--- config.mk ---
export PLATFORM = sky130hd
export DESIGN_NAME = ga_int_sync
export DESIGN_NICKNAME = d
export VERILOG_FILES = /design/src/rtl/ga_int_sync.sv
export SDC_FILE = /design/constraint.sdc
export NUM_CORES = 1
export LEC_CHECK = 0
export ABC_AREA = 1
export CELL_PAD_IN_SITES_DETAIL_PLACEMENT = 0
export CELL_PAD_IN_SITES_GLOBAL_PLACEMENT = 1
export CORE_MARGIN = 4
export CORE_UTILIZATION = 31
export CTS_CLUSTER_DIAMETER = 100
export CTS_CLUSTER_SIZE = 24
export DETAILED_ROUTE_END_ITERATION = 8
export PLACE_DENSITY = 0.64
export SLEW_MARGIN = 20
export SYNTH_ARGS = -nofsm -noshare
export SYNTH_HDL_FRONTEND = slang
export SYNTH_SLANG_ARGS = --single-unit
--- constraint.sdc ---
create_clock -name CLOCK -period 1.3 [get_ports CLOCK]
set_input_delay 0.26 -clock CLOCK [delete_from_list [all_inputs] [get_ports CLOCK]]
set_output_delay 0.26 -clock CLOCK [all_outputs]
set_load 0.02 [all_outputs]
--- src/rtl/ga_int_sync.sv ---
// Gate-array interrupt/sync stage: 52-line raster interrupt counter with VSYNC
// resynchronisation, Z80 acknowledge, and shaped monitor HSYNC/VSYNC pulses.
module ga_int_sync #(
  parameter int HS_DELAY = 2,
  parameter int HS_WIDTH = 4,
  parameter int VS_DELAY = 2,
  parameter int VS_WIDTH = 4
) (
  input  logic       CLOCK,
  input  logic       nRESET,
  input  logic       CLKEN,
  input  logic       HSYNC_IN,
  input  logic       VSYNC_IN,
  input  logic       INT_ACK,
  input  logic       RMR_WR,
  input  logic       RMR_D4,
  output logic       INT,
  output logic       MON_HSYNC,
  output logic       MON_VSYNC,
  output logic [5:0] INT_CNT
);

  logic       hs_s, hs_p, vs_s, vs_p;
  logic       hs_fall, hs_rise, vs_rise;
  logic       rs_pend, rs_first, rs_pend_n, rs_first_n;
  logic       resync, set;
  logic [5:0] cnt_r, cnt_n;
  logic       int_r, int_n;
  logic [1:0] sh_clr, sh_inc, sh_lvl, sh_out;

  always_ff @(posedge CLOCK) begin
    if (!nRESET) begin
      hs_s <= 1'b0;
      hs_p <= 1'b0;
      vs_s <= 1'b0;
      vs_p <= 1'b0;
    end else if (CLKEN) begin
      hs_p <= hs_s;
      hs_s <= HSYNC_IN;
      vs_p <= vs_s;
      vs_s <= VSYNC_IN;
    end
  end

  assign hs_fall = hs_p & ~hs_s;
  assign hs_rise = hs_s & ~hs_p;
  assign vs_rise = vs_s & ~vs_p;

  // A vs_rise restarts the two-line resync window, even if an hs_fall lands
  // on the same character; that hs_fall then counts normally.
  always_comb begin
    cnt_n      = cnt_r;
    int_n      = int_r;
    rs_pend_n  = rs_pend;
    rs_first_n = rs_first;
    resync     = 1'b0;
    set        = 1'b0;
    if (CLKEN) begin
      if (vs_rise) begin
        rs_pend_n  = 1'b1;
        rs_first_n = 1'b0;
      end else if (hs_fall && rs_pend) begin
        if (rs_first) begin
          resync     = 1'b1;
          rs_pend_n  = 1'b0;
          rs_first_n = 1'b0;
        end else begin
          rs_first_n = 1'b1;
        end
      end
      if (hs_fall) begin
        if (resync) begin
          set   = cnt_r[5];
          cnt_n = '0;
        end else if (cnt_r == 6'd51) begin
          set   = 1'b1;
          cnt_n = '0;
        end else begin
          cnt_n = cnt_r + 6'd1;
        end
      end
    end
    // A coincident set swallows the acknowledge entirely.
    if (set) begin
      int_n = 1'b1;
    end else if (INT_ACK) begin
      int_n    = 1'b0;
      cnt_n[5] = 1'b0;
    end
    if (RMR_WR && RMR_D4) begin
      int_n = 1'b0;
      cnt_n = '0;
    end
  end

  always_ff @(posedge CLOCK) begin
    if (!nRESET) begin
      cnt_r    <= '0;
      int_r    <= 1'b0;
      rs_pend  <= 1'b0;
      rs_first <= 1'b0;
    end else begin
      cnt_r    <= cnt_n;
      int_r    <= int_n;
      rs_pend  <= rs_pend_n;
      rs_first <= rs_first_n;
    end
  end

  // Channel 0 counts characters of HSYNC, channel 1 counts lines of VSYNC.
  assign sh_clr = {vs_rise, hs_rise};
  assign sh_inc = {hs_fall & vs_s, hs_s};
  assign sh_lvl = {vs_s, hs_s};

  for (genvar g = 0; g < 2; g++) begin : g_shape
    localparam int DLY = (g == 0) ? HS_DELAY : VS_DELAY;
    localparam int WID = (g == 0) ? HS_WIDTH : VS_WIDTH;
    logic [3:0] cnt, nxt;
    logic       pulse;

    always_comb begin
      nxt = cnt;
      if (sh_clr[g])
        nxt = '0;
      else if (sh_inc[g] && cnt != 4'hf)
        nxt = cnt + 4'd1;
    end

    always_ff @(posedge CLOCK) begin
      if (!nRESET) begin
        cnt   <= '0;
        pulse <= 1'b0;
      end else if (CLKEN) begin
        cnt   <= nxt;
        pulse <= sh_lvl[g] && (int'(nxt) >= DLY) && (int'(nxt) <= DLY + WID - 1);
      end
    end

    assign sh_out[g] = pulse;
  end

  assign INT       = int_r;
  assign INT_CNT   = cnt_r;
  assign MON_HSYNC = sh_out[0];
  assign MON_VSYNC = sh_out[1];

endmodule

==> qor.log, run 1 <==
INFO  outcome        run_status=finished, violations left
INFO  outcome        failing_checks=setup timing
INFO  global_route   globalRouteMet1Util=16.8%
INFO  die            die_width=72.8um
INFO  worst_setup_path slowest_cell_on_the_critical_path=sky130_fd_sc_hd__dfxtp_4
INFO  sta            timing.hold.ws=0.479ns
INFO  sta            setup-violations-final=1
INFO  detailed_routing num_vias=1341
INFO  detailed_routing avg_wl_per_cell=11.7um
INFO  synthesis      synth.yosys.warnings=0
INFO  sta            fin_crit=1.32ns
INFO  cts            clock-sinks=23
INFO  worst_setup_path cp_top_family=simple AND/OR/NAND/NOR gates
INFO  sta            maxSlewViolCount=0
INFO  die            standard_cell_row_count=23
INFO  finish         drive_gt1_share=32.6%
INFO  sta            period_share=101%
INFO  sta            finalWorstSetupSlack=-0.0188ns
INFO  sta            clock_skew_after_layout=0.00520ns
INFO  sta            finalHoldViolations=0
INFO  sta            finalSetupTns=-0.0188ns
INFO  die            initial_utilization=32.3%
INFO  detailed_routing detailedRoute.firstIterationViolations=30
INFO  worst_setup_path critical_path_required=1.51ns
INFO  cts            ctsHoldBuffers=0
INFO  global_route   grt_remaining_overflow=0
INFO  power_and_ir_drop power_density=768nW/um^2
INFO  die            die_area=5290squm
INFO  worst_setup_path crit_path_max_incr_delay=0.37ns
INFO  synthesis      synth_seq_cells=23
INFO  global_route   pin_count_of_the_biggest_net_entering_global_routing=14
INFO  cts            tritoncts=built
INFO  cts            cts_buffer_depth=2
INFO  place          setup_slack_after_placement=-0.218ns
INFO  sta            max-slew-margin-rel=85.2%
INFO  detailed_routing drt_first_pass_iters=4
INFO  worst_setup_path critical_path.max_fanout=3
INFO  detailed_routing ant_nets=0
INFO  global_route   grt_most_used_layer=met2
INFO  synthesis      syn_area_per_cell=6.88squm
INFO  global_route   grt_antenna_before_repair=0
INFO  sta            unrepaired_setup_endpoints_after_global_routing=true
INFO  worst_setup_path critical_path_arrival=1.53ns
INFO  cts            htree_levels=1
INFO  cts            clkLatencyLatePin=0.26ns
INFO  synthesis      post_synth_inst_count=189
INFO  worst_setup_path worst-setup-path-type=reg2reg
INFO  finish         layout-area-overhead-vs-synth=46.5%
INFO  cts            cts.reportedPaths.clkPinSlew=0.09ns
INFO  flow_run       maxCapViolCount=0
INFO  power_and_ir_drop ir_drop=0.509mV
INFO  finish         n_antenna_cell=0
INFO  sta            timing.fmax=0.758GHz
INFO  cts            cts.root.buffer_cell=sky130_fd_sc_hd__clkbuf_8
INFO  worst_setup_path crit_chain=ha_4, nand2_1, nor3_2, nor2_2, inv_1, nand2_1, nand2_1, nor2_1, nor2_1, nor2_1
INFO  cts            cts_made_buffers=3
INFO  synthesis      synthesis.nets=200
INFO  sta            tightest_slew=0.221ns
INFO  synthesis      synth.lib_cells_used.distinct=31
INFO  die            height_of_the_die=72.8um
INFO  place          dp_hpwl=2620um
INFO  global_route   via_count_of_the_first_global_routing_pass=1290
INFO  power_and_ir_drop leakagePower=0.000834uW
INFO  worst_setup_path critPathCaptureType=flop
INFO  synthesis      syn_area=1300squm
INFO  hold_path      hold_path_class=reg2reg
INFO  place          place_congestion=0.876
INFO  detailed_routing route.detailed.drc=0
INFO  finish         design.final.nets=251
INFO  die            boundaryPins=17
INFO  die            core_area=4030squm
INFO  place          detailed_place.area=1740squm
INFO  detailed_routing wl=3380um
INFO  detailed_routing viasPerCell=4.64
INFO  global_route   met3_usage=2.34%
INFO  global_route   globalRouteTotalUtil=13.3%
INFO  global_route   groute.layer.met2.usage=22.3%
INFO  synthesis      synth.yosys.seq_area_share=35.4%
INFO  worst_setup_path timing.critical_path.buf_inv=1
INFO  worst_setup_path critPathLaunchType=flop
INFO  global_route   wire_length_of_the_first_global_routing_pass=5590um
INFO  place          port_buffers=16
INFO  finish         final_cell_area=1900squm
==> sequential cells by signal, indices dropped and copies added (netlist names) <==
register     flops
rs_first         1
hs_s             1
hs_p             1
INT              1
g_shape.cnt      8
MON_VSYNC        1
vs_p             1
INT_CNT          6
MON_HSYNC        1
vs_s             1
rs_pend          1
==> report_power, final <==
group / internal [uW] / total (uW) / switching [uW]
clock network: 214 / 452 / 238
logic: 123 / 252 / 129
registers: 729 / 759 / 30.6
total: 1070 / 1460 / 397
==> placed cells by master, fill, tap and decap left out, types with 2 or more instances in the layout <==
cell type	netlist	routed
sky130_fd_sc_hd__o21ai_0	9	8
sky130_fd_sc_hd__a21oi_1	17	15
sky130_fd_sc_hd__dfxtp_1	23	15
sky130_fd_sc_hd__clkbuf_8	0	3
sky130_fd_sc_hd__clkdlybuf4s50_1	0	7
sky130_fd_sc_hd__xor2_1	2	2
sky130_fd_sc_hd__dlygate4sd2_1	0	8
sky130_fd_sc_hd__ha_4	0	2
sky130_fd_sc_hd__nand4_1	5	5
sky130_fd_sc_hd__nor2_2	3	7
sky130_fd_sc_hd__a21oi_2	0	2
sky130_fd_sc_hd__dfxtp_2	0	6
sky130_fd_sc_hd__nand2_4	2	3
sky130_fd_sc_hd__nand2_2	2	5
sky130_fd_sc_hd__inv_2	2	3
sky130_fd_sc_hd__buf_4	0	30
sky130_fd_sc_hd__nor2_4	2	2
sky130_fd_sc_hd__dfxtp_4	0	2
sky130_fd_sc_hd__nand3_2	1	3
sky130_fd_sc_hd__nand3_1	13	11
sky130_fd_sc_hd__nand2_1	46	42
sky130_fd_sc_hd__inv_1	25	24
sky130_fd_sc_hd__nor3_2	0	2
sky130_fd_sc_hd__nor2_1	17	13
==> metal layers <==
layer | vias up | routed length (um)
met5 | - | 0
met4 | 0 | 20
met3 | 2 | 71
met2 | 11 | 1640
met1 | 611 | 1640
li1 | 717 | -
==> worst min-delay path, cell delays in order, from the launching register on <==
cell and delay, ns:
sky130_fd_sc_hd__dfxtp_1 0.32, sky130_fd_sc_hd__nand2_1 0.07, sky130_fd_sc_hd__a21oi_1 0.05
==> cell type report <==
cell class | count | area [sq um]
clock inverter | 1 | 5.00
tap | 50 | 62.6
fill | 413 | 2120
timing repair buffer | 48 | 407
clock buffer | 3 | 41.3
inverter | 28 | 110
multi-input combinational | 136 | 803
sequential | 23 | 475
==> metrics by stage <==
stage          cells  total power [uW]  utilization (%)
4_1_cts          286              1470             44.9
5_1_grt          289              1540             47.3
6_report         289              1460             47.3
2_1_floorplan    189               888                -
3_3_place_gp     282              1000             43.2
3_5_place_dp     282              1010             43.2
==> cell usage after synthesis (all sizes together) <==
master | number | share of area (%)
clkinv | 1 | 0.67
a211oi | 1 | 0.58
o21ai | 10 | 4.1
nand3b | 1 | 0.58
o211ai | 1 | 0.58
nand3 | 14 | 5.8
nor3b | 2 | 1.2
a21oi | 17 | 6.5
clkbuf | 1 | 0.29
dfxtp | 23 | 35
ha | 3 | 2.9
xor2 | 2 | 1.3
o31ai | 1 | 0.58
a31oi | 1 | 0.48
nor2 | 22 | 8.1
nor4 | 1 | 0.48
nor3 | 3 | 2.0
o221ai | 1 | 0.67
nand2 | 50 | 16
a221oi | 1 | 0.67
buf | 1 | 0.87
nand4 | 5 | 2.4
inv | 27 | 7.8
==> logic make-up after synthesis <==
| group | synth area share [%] |
|---|---|
| adder cells (fa/ha/maj) | 2.89 |
| AO/OA/AOI/OAI | 14.2 |
| AND/OR/NAND/NOR | 36.5 |
| buffers and inverters | 9.62 |
| flip-flops | 35.4 |
| XOR/XNOR | 1.35 |
==> final timing paths <==
check | from | end | slack [ns] | cells after the start
max | g_shape[0].cnt[0]$_SDFFE_PN0P_ | MON_HSYNC$_SDFFE_PN0P_ | -0.02 | 10
min | MON_VSYNC$_SDFFE_PN0P_ | MON_VSYNC$_SDFFE_PN0P_ | 0.48 | 2
max reg2reg | g_shape[0].cnt[0]$_SDFFE_PN0P_ | MON_HSYNC$_SDFFE_PN0P_ | -0.02 | 10
min reg2reg | MON_VSYNC$_SDFFE_PN0P_ | MON_VSYNC$_SDFFE_PN0P_ | 0.48 | 2
==> repair_timing <==
action                                  CTS  global route
setup buffers                             0             3
hold endpoints to repair                  0             0
resized for setup                        21            22
endpoints found under the setup margin   19            16
pin swaps                                 1            17
Note: power is estimated with default switching activity, not from simulation.
==> run 2, diff against run 1 <==
--- a/config.mk
+++ b/config.mk
@@ -8,12 +8,13 @@
 export ABC_AREA = 1
 export CELL_PAD_IN_SITES_DETAIL_PLACEMENT = 0
 export CELL_PAD_IN_SITES_GLOBAL_PLACEMENT = 1
+export CORE_ASPECT_RATIO = 0.75
 export CORE_MARGIN = 4
 export CORE_UTILIZATION = 31
 export CTS_CLUSTER_DIAMETER = 100
 export CTS_CLUSTER_SIZE = 24
 export DETAILED_ROUTE_END_ITERATION = 8
-export PLACE_DENSITY = 0.64
+export PLACE_DENSITY = 0.61
 export SLEW_MARGIN = 20
 export SYNTH_ARGS = -nofsm -noshare
 export SYNTH_HDL_FRONTEND = slang
==> constraint.sdc (replaced) <==
create_clock -name CLOCK -period 1.5 [get_ports CLOCK]
set_input_delay 0.3 -clock CLOCK [delete_from_list [all_inputs] [get_ports CLOCK]]
set_output_delay 0.3 -clock CLOCK [all_outputs]
set_load 0.02 [all_outputs]
==> run 2 against run 1 <==
  * The run now ends clean
  * Critical path depth increased by 1
  * Combinational power decreased by 29%
  * Fmax decreased by 5.5%
  * Worst setup slack improved by 0.12 ns
  * Hold slack got worse by 0.015 ns
  * Clock power decreased by 13%
  * First-iteration DRC count increased by 110%
  * Critical path type unchanged
  * Highest routed layer unchanged
==> qor.log, run 2 (synthesized netlist as in run 1, its figures left out) <==
INFO  outcome        run_status=complete, no violations
INFO  power_and_ir_drop power_density=728nW/um^2
INFO  worst_setup_path startpoint=g_shape[0].cnt[1]$_SDFFE_PN0P_
INFO  sta            setup-violations-final=0
INFO  finish         largest_register=g_shape.cnt
INFO  global_route   via_count_of_the_first_global_routing_pass=1208
INFO  die            die_width=82.8um
INFO  finish         layout-area-overhead-vs-synth=30.0%
INFO  sta            finalSetupTns=0ns
INFO  worst_setup_path worst_r2r_path_depth=11
INFO  sta            tightest_slew=0.273ns
INFO  worst_setup_path critical_path_required=1.71ns
INFO  place          dp_hpwl=2440um
INFO  sta            period_share=93.1%
INFO  worst_setup_path critPathLaunchType=flop
INFO  power_and_ir_drop internal_power=902uW
INFO  worst_setup_path critical_path_arrival=1.60ns
INFO  power_and_ir_drop total_power=1230uW
INFO  cts            clkLatencyLatePin=0.26ns
INFO  global_route   wire_length_of_the_first_global_routing_pass=5470um
INFO  finish         largest_register_ffs=8
INFO  detailed_routing avg_wl_per_cell=11.3um
INFO  global_route   pin_count_of_the_biggest_net_entering_global_routing=13
INFO  die            standard_cell_row_count=20
INFO  cts            cts_made_buffers=3
INFO  power_and_ir_drop ir_drop=0.391mV
INFO  power_and_ir_drop p_switching=329uW
INFO  cts            cts_buffer_depth=2
INFO  finish         drive_gt1_share=19.3%
INFO  worst_setup_path worst-setup-path-type=reg2reg
INFO  die            die_area=5300squm
INFO  die            initial_utilization=32.1%
INFO  place          detailed_place.area=1630squm
INFO  cts            cts.root.buffer_cell=sky130_fd_sc_hd__clkbuf_8
INFO  finish         layout_common_cells=sky130_fd_sc_hd__nand2_1 (46), sky130_fd_sc_hd__inv_1 (25), sky130_fd_sc_hd__dfxtp_1 (19)
INFO  finish         design.final.nets=235
INFO  finish         fin_util=41.7%
INFO  cts            clock-sinks=23
INFO  worst_setup_path crit-reg2reg-capture=MON_HSYNC$_SDFFE_PN0P_
INFO  sta            timing.fmax=0.716GHz
INFO  cts            tritoncts=built
INFO  flow_run       maxCapViolCount=0
INFO  worst_setup_path critPathCaptureType=flop
INFO  sta            maxSlewViolCount=0
INFO  power_and_ir_drop seq_power_share=53.4%
INFO  die            height_of_the_die=64.1um
INFO  place          port_buffers=16
INFO  detailed_routing wl=3150um
INFO  finish         layout.filler_cells=453
INFO  die            boundaryPins=17
INFO  finish         n_antenna_cell=0
INFO  hold_path      hold_path_class=reg2reg
INFO  detailed_routing num_vias=1269
INFO  power_and_ir_drop leakagePower=0.000746uW
INFO  worst_setup_path r2r-start=g_shape[0].cnt[1]$_SDFFE_PN0P_
INFO  power_and_ir_drop pwr-share-comb=14.5%
INFO  place          place_congestion=0.790
INFO  cts            htree_levels=1
INFO  sta            unrepaired_setup_endpoints_after_global_routing=false
INFO  worst_setup_path regToRegSetupSlack=0.10ns
INFO  sta            fin_crit=1.40ns
INFO  detailed_routing route.detailed.drc=0
INFO  power_and_ir_drop power_switching_share=26.7%
INFO  global_route   grt_antenna_before_repair=0
INFO  detailed_routing ant_nets=0
INFO  sta            finalHoldViolations=0
INFO  finish         final_cell_area=1690squm
INFO  sta            max-slew-margin-rel=81.6%
INFO  die            core_area=4050squm
INFO  cts            ctsHoldBuffers=0
INFO  sta            clock_skew_after_layout=0.00166ns
INFO  power_and_ir_drop clockPowerShare=32.1%
INFO  detailed_routing drt_first_pass_iters=4
INFO  worst_setup_path critical_path.max_fanout=3
INFO  worst_setup_path critPathCapture=MON_HSYNC$_SDFFE_PN0P_
INFO  global_route   grt_remaining_overflow=0
INFO  global_route   globalRouteTotalUtil=13.0%
INFO  cts            cts.reportedPaths.clkPinSlew=0.08ns
INFO  detailed_routing viasPerCell=4.56
INFO  finish         layout_commonest_cell=sky130_fd_sc_hd__nand2_1
INFO  sta            timing.hold.ws=0.464ns
INFO  detailed_routing detailedRoute.firstIterationViolations=62
-- run 2: power by group through the flow --
stage | sequential [uW] | combinational [uW] | clock (uW)
final | 657 | 179 | 395
after global routing | 661 | 205 | 440
after CTS | 655 | 179 | 419
after detailed placement | 669 | 179 | 0
after global placement | 669 | 180 | 0
after floorplan | 665 | 105 | 0
-- run 2: worst min path at each step --
stage | from | cells after the start | to | slack (ns)
finish | INT$_SDFFE_PP0P_ | 2 | INT$_SDFFE_PP0P_ | 0.46
CTS | INT$_SDFFE_PP0P_ | 2 | INT$_SDFFE_PP0P_ | 0.47
global route | INT$_SDFFE_PP0P_ | 2 | INT$_SDFFE_PP0P_ | 0.50
detailed placement | INT$_SDFFE_PP0P_ | 2 | INT$_SDFFE_PP0P_ | 0.46
global placement | rs_first$_SDFFE_PN0P_ | 1 | rs_first$_SDFFE_PN0P_ | 0.46
floorplan | nRESET | 2 | g_shape[0].cnt[0]$_SDFFE_PN0P_ | 0.44
-- run 2: repair_timing --
item | in CTS | in global routing
endpoints found under the hold margin | 0 | 0
gates resized for setup | 9 | 9
pin swaps | 0 | 1
setup endpoints to repair | 9 | 2
buffers inserted | 0 | 0
-- run 2: per-layer routing --
| layer | part of all wire, % | vias to the layer above | GRT usage [%] |
|---|---|---|---|
| met1 | 57 | 566 | 19.9 |
| met2 | 40 | 17 | 18.5 |
| li1 | - | 684 | - |
| met5 | 0 | - | 0 |
| met4 | 0.41 | 0 | 1.84 |
| met3 | 2.5 | 2 | 3.38 |
-- run 2: area by class of cell --
| cell class | instances | area [sq um] | share of cell area, % |
|---|---|---|---|
| Multi-Input combinational cell | 136 | 732 | 43.3 |
| Sequential cell | 23 | 465 | 27.5 |
| Timing Repair Buffer | 32 | 269 | 15.9 |
| Inverter | 28 | 110 | 6.51 |
| Tap cell | 55 | 68.8 | 4.07 |
| Clock buffer | 4 | 45.0 | 2.66 |
-- run 2: worst max-delay path, cell delays in order (launching register included) --
cell and delay, ns:
sky130_fd_sc_hd__dfxtp_1 0.36, sky130_fd_sc_hd__ha_2 0.22, sky130_fd_sc_hd__nand2_1 0.07, sky130_fd_sc_hd__nand2_1 0.05, sky130_fd_sc_hd__nand2_1 0.05, sky130_fd_sc_hd__nor2_2 0.15, sky130_fd_sc_hd__inv_1 0.07, sky130_fd_sc_hd__nand2_1 0.07
sky130_fd_sc_hd__nand2_1 0.05, sky130_fd_sc_hd__nor2_1 0.12, sky130_fd_sc_hd__nor2_1 0.05, sky130_fd_sc_hd__nor2_1 0.08
-- run 2: metrics by stage --
stage	worst slack, ns	cells
finish	0.104	278
detailed placement	-0.0728	274
global route	0.00531	278
CTS	0.0521	278
floorplan	0.184	189
global placement	-0.0624	274
==> run 3, diff against run 2 <==
--- a/config.mk
+++ b/config.mk
@@ -5,7 +5,6 @@
 export SDC_FILE = /design/constraint.sdc
 export NUM_CORES = 1
 export LEC_CHECK = 0
-export ABC_AREA = 1
 export CELL_PAD_IN_SITES_DETAIL_PLACEMENT = 0
 export CELL_PAD_IN_SITES_GLOBAL_PLACEMENT = 1
 export CORE_ASPECT_RATIO = 0.75
@@ -14,7 +13,8 @@
 export CTS_CLUSTER_DIAMETER = 100
 export CTS_CLUSTER_SIZE = 24
 export DETAILED_ROUTE_END_ITERATION = 8
-export PLACE_DENSITY = 0.61
+export GPL_ROUTABILITY_DRIVEN = 0
+export PLACE_DENSITY = 0.59
 export SLEW_MARGIN = 20
 export SYNTH_ARGS = -nofsm -noshare
 export SYNTH_HDL_FRONTEND = slang
==> run 3 against run 2 <==
  * Worst setup slack worse by 0.023 ns
  * Combinational power down 39%
  * Count of clock-buffer cells in the layout unchanged
  * Total power down 9.5%
  * Critical endpoint is now MON_VSYNC$_SDFFE_PN0P_
  * Largest power group unchanged
==> qor.log, run 3 <==
INFO  cts            clkLatencyLatePin=0.26ns
INFO  worst_setup_path critPathCaptureType=flop
INFO  synthesis      synth_compound_area_share=12.9%
INFO  finish         largest_register_ffs=8
INFO  synthesis      synth_mux_area_share=4.99%
INFO  global_route   via_count_of_the_first_global_routing_pass=1033
INFO  synthesis      synth_enable_flop_cells=0
INFO  die            boundaryPins=17
INFO  finish         layout_common_cells=sky130_fd_sc_hd__buf_4 (22), sky130_fd_sc_hd__dfxtp_1 (21), sky130_fd_sc_hd__nand2_1 (18)
INFO  finish         design.final.nets=188
INFO  synthesis      yosysTopAreaCell=sky130_fd_sc_hd__dfxtp_1
INFO  worst_setup_path crit_path_max_incr_delay=0.34ns
INFO  detailed_routing topRoutingLayerUsed=met4
INFO  synthesis      synth.yosys.warnings=0
INFO  global_route   wire_length_of_the_first_global_routing_pass=4670um
INFO  synthesis      async_flop_share=0%
INFO  finish         layout-area-overhead-vs-synth=35.5%
INFO  worst_setup_path crit-reg2reg-capture=MON_VSYNC$_SDFFE_PN0P_
INFO  detailed_routing num_vias=1064
INFO  power_and_ir_drop total_power=1110uW
INFO  synthesis      synthesis.nets=150
INFO  cts            clock-sinks=23
INFO  die            core_area=3710squm
INFO  outcome        run_status=complete, no violations
INFO  sta            timing.fmax=0.705GHz
INFO  worst_setup_path critical_path.max_fanout=3
INFO  synthesis      synth.lib_cells_used.distinct=35
INFO  die            height_of_the_die=61.9um
INFO  global_route   grt_remaining_overflow=0
INFO  sta            maxSlewViolCount=0
INFO  synthesis      synth_common_cells=sky130_fd_sc_hd__dfxtp_1 (23), sky130_fd_sc_hd__nand2_1 (18), sky130_fd_sc_hd__nor2b_1 (11)
INFO  cts            cts_buffer_depth=2
INFO  synthesis      simple_gate_share_of_the_synthesized_area=30.0%
INFO  synthesis      xor_and_xnor_fraction_of_the_mapped_netlist_area=7.28%
INFO  finish         layout_commonest_cell=sky130_fd_sc_hd__buf_4
INFO  sta            period_share=94.6%
INFO  die            initial_utilization=32.4%
INFO  cts            ctsHoldBuffers=0
INFO  worst_setup_path worst-setup-path-type=reg2reg
INFO  worst_setup_path timing.critical_path.buf_inv=0
INFO  detailed_routing drt-met1-wl=1400um
INFO  synthesis      syn_area_per_cell=8.65squm
INFO  synthesis      syn_area=1200squm
INFO  cts            htree_levels=1
INFO  worst_setup_path worst_r2r_path_depth=6
INFO  detailed_routing avg_wl_per_cell=12.5um
INFO  global_route   pin_count_of_the_biggest_net_entering_global_routing=13
INFO  power_and_ir_drop power_density=684nW/um^2
INFO  finish         n_antenna_cell=0
INFO  die            die_area=4950squm
INFO  synthesis      yosys.area_share.adder=3.12%
INFO  detailed_routing detailedRoute.firstIterationViolations=75
INFO  die            standard_cell_row_count=19
INFO  sta            finalHoldViolations=0
INFO  sta            setup-violations-final=0
INFO  hold_path      min_delay_worst_endpoint=MON_VSYNC$_SDFFE_PN0P_
INFO  sta            fin_crit=1.42ns
INFO  synthesis      post_synth_inst_count=139
INFO  sta            max-slew-margin-rel=80.6%
INFO  finish         final_cell_area=1630squm
INFO  synthesis      yosys-top-cells-area=sky130_fd_sc_hd__dfxtp_1 (38%), sky130_fd_sc_hd__nor2b_1 (5.7%), sky130_fd_sc_hd__nand2_1 (5.6%)
INFO  cts            cts.reportedPaths.clkPinSlew=0.08ns
INFO  cts            cts.root.buffer_cell=sky130_fd_sc_hd__clkbuf_8
INFO  power_and_ir_drop leakagePower=0.000656uW
INFO  worst_setup_path crit_chain=ha_2, nand3_2, and3_4, mux2i_2, xor2_1, o32ai_2
INFO  finish         drive_gt1_share=21.6%
INFO  hold_path      timing.hold.worst_path_depth=2
INFO  hold_path      min-delay-start=MON_VSYNC$_SDFFE_PN0P_
INFO  place          port_buffers=16
INFO  detailed_routing route.met2.wl=1330um
INFO  hold_path      hold_path_class=reg2reg
INFO  power_and_ir_drop ir_drop=0.296mV
INFO  worst_setup_path r2r-start=g_shape[1].cnt[0]$_SDFFE_PN0P_
INFO  cts            cts_made_buffers=3
INFO  flow_run       maxCapViolCount=0
INFO  die            die_width=79.9um
INFO  place          detailed_place.area=1580squm
INFO  synthesis      synth.yosys.seq_area_share=38.3%
INFO  synthesis      synth_top_area_share=38.3%
INFO  finish         post_route_insts_no_fill=228
INFO  place          dp_hpwl=2220um
INFO  sta            clock_skew_after_layout=0.00171ns
INFO  synthesis      synth_top_family_by_area=simple AND/OR/NAND/NOR gates
INFO  cts            tritoncts=built
INFO  detailed_routing dr_wl_met3=82um
INFO  detailed_routing ant_nets=0
INFO  finish         fin_util=43.9%
INFO  detailed_routing route.detailed.drc=0
INFO  sta            tightest_slew=0.287ns
INFO  worst_setup_path critical_path_required=1.68ns
INFO  worst_setup_path critical_path_arrival=1.60ns
INFO  synthesis      synth_seq_cells=23
INFO  detailed_routing drt_first_pass_iters=4
INFO  worst_setup_path regToRegSetupSlack=0.08ns
INFO  finish         largest_register=g_shape.cnt
INFO  detailed_routing viasPerCell=4.67
INFO  worst_setup_path critPathLaunchType=flop
INFO  detailed_routing wl=2850um
INFO  synthesis      postSynth.topFlopCell=sky130_fd_sc_hd__dfxtp_1
INFO  sta            finalSetupTns=0ns
INFO  global_route   grt_antenna_before_repair=0
INFO  place          placed_cells_incl_taps=224
INFO  worst_setup_path slowest_cell_on_the_critical_path=sky130_fd_sc_hd__dfxtp_1
INFO  global_route   globalRouteTotalUtil=12.3%
INFO  synthesis      synthMostInstantiatedCell=sky130_fd_sc_hd__dfxtp_1
INFO  worst_setup_path cp_top_family=flip-flops
-- run 3: repair_timing --
action                                  4_1_cts  5_1_grt
gates resized for setup                       9        6
endpoints found under the setup margin        9        5
setup buffers                                 0        0
pin swaps                                     0        1
-- run 3: area by class of cell --
class	count	area (sq um)
Clock buffer	4	45.0
Timing Repair Buffer	39	334
Inverter	2	7.51
Tap cell	52	65.1
Sequential cell	23	463
Multi-Input combinational cell	108	714
Fill cell	393	2080
-- run 3: cell families after synthesis --
| kind of cell | after synthesis |
|---|---|
| AOI/OAI and AO/OA | 24 |
| and+or+nand+nor | 65 |
| adders and majority gates | 3 |
| DFF | 23 |
| muxes | 6 |
| buffers and inverters | 8 |
| xor gates and xnor gates | 10 |
-- run 3: worst max-delay path by stage --
stage                                    from                      end  slack, ns  depth (start not counted)
6_report       g_shape[1].cnt[0]$_SDFFE_PN0P_   MON_VSYNC$_SDFFE_PN0P_       0.08                          6
5_1_grt        g_shape[1].cnt[0]$_SDFFE_PN0P_   MON_VSYNC$_SDFFE_PN0P_     -0.002                          6
4_1_cts        g_shape[1].cnt[0]$_SDFFE_PN0P_   MON_VSYNC$_SDFFE_PN0P_       0.02                          6
3_5_place_dp                            CLKEN  INT_CNT[4]$_SDFFE_PP0P_      -0.16                          6
3_3_place_gp                            CLKEN  INT_CNT[3]$_SDFFE_PP0P_      -0.12                          6
2_1_floorplan  g_shape[1].cnt[0]$_SDFFE_PN0P_   MON_VSYNC$_SDFFE_PN0P_       0.05                          6
-- run 3: per-layer routing --
metal / up-vias / global-route usage, %
met4: 0 / 4.34
li1: 558 / -
met2: 13 / 20.5
met1: 491 / 15.5
met3: 2 / 3.60
met5: - / 0
-- run 3: worst min-delay path: cells and delay by family (launching register included) --
kind	cells	cell delay, ns
DFF	1	0.31
AOI/OAI and AO/OA	1	0.07
and+or+nand+nor	1	0.06
-- run 3: per-stage QoR --
stage / hold WS (ns) / setup WS, ns
after floorplan: 0.370 / 0.0504
after global placement: 0.479 / -0.122
after detailed placement: 0.495 / -0.159
after CTS: 0.502 / 0.0202
after global routing: 0.529 / -0.00218
final: 0.492 / 0.0811
-- run 3: power breakdown --
| group | total [uW] | switching (uW) | internal, uW |
|---|---|---|---|
| clock network | 381 | 191 | 190 |
| registers | 624 | 6.87 | 617 |
| logic | 110 | 50.1 | 59.4 |
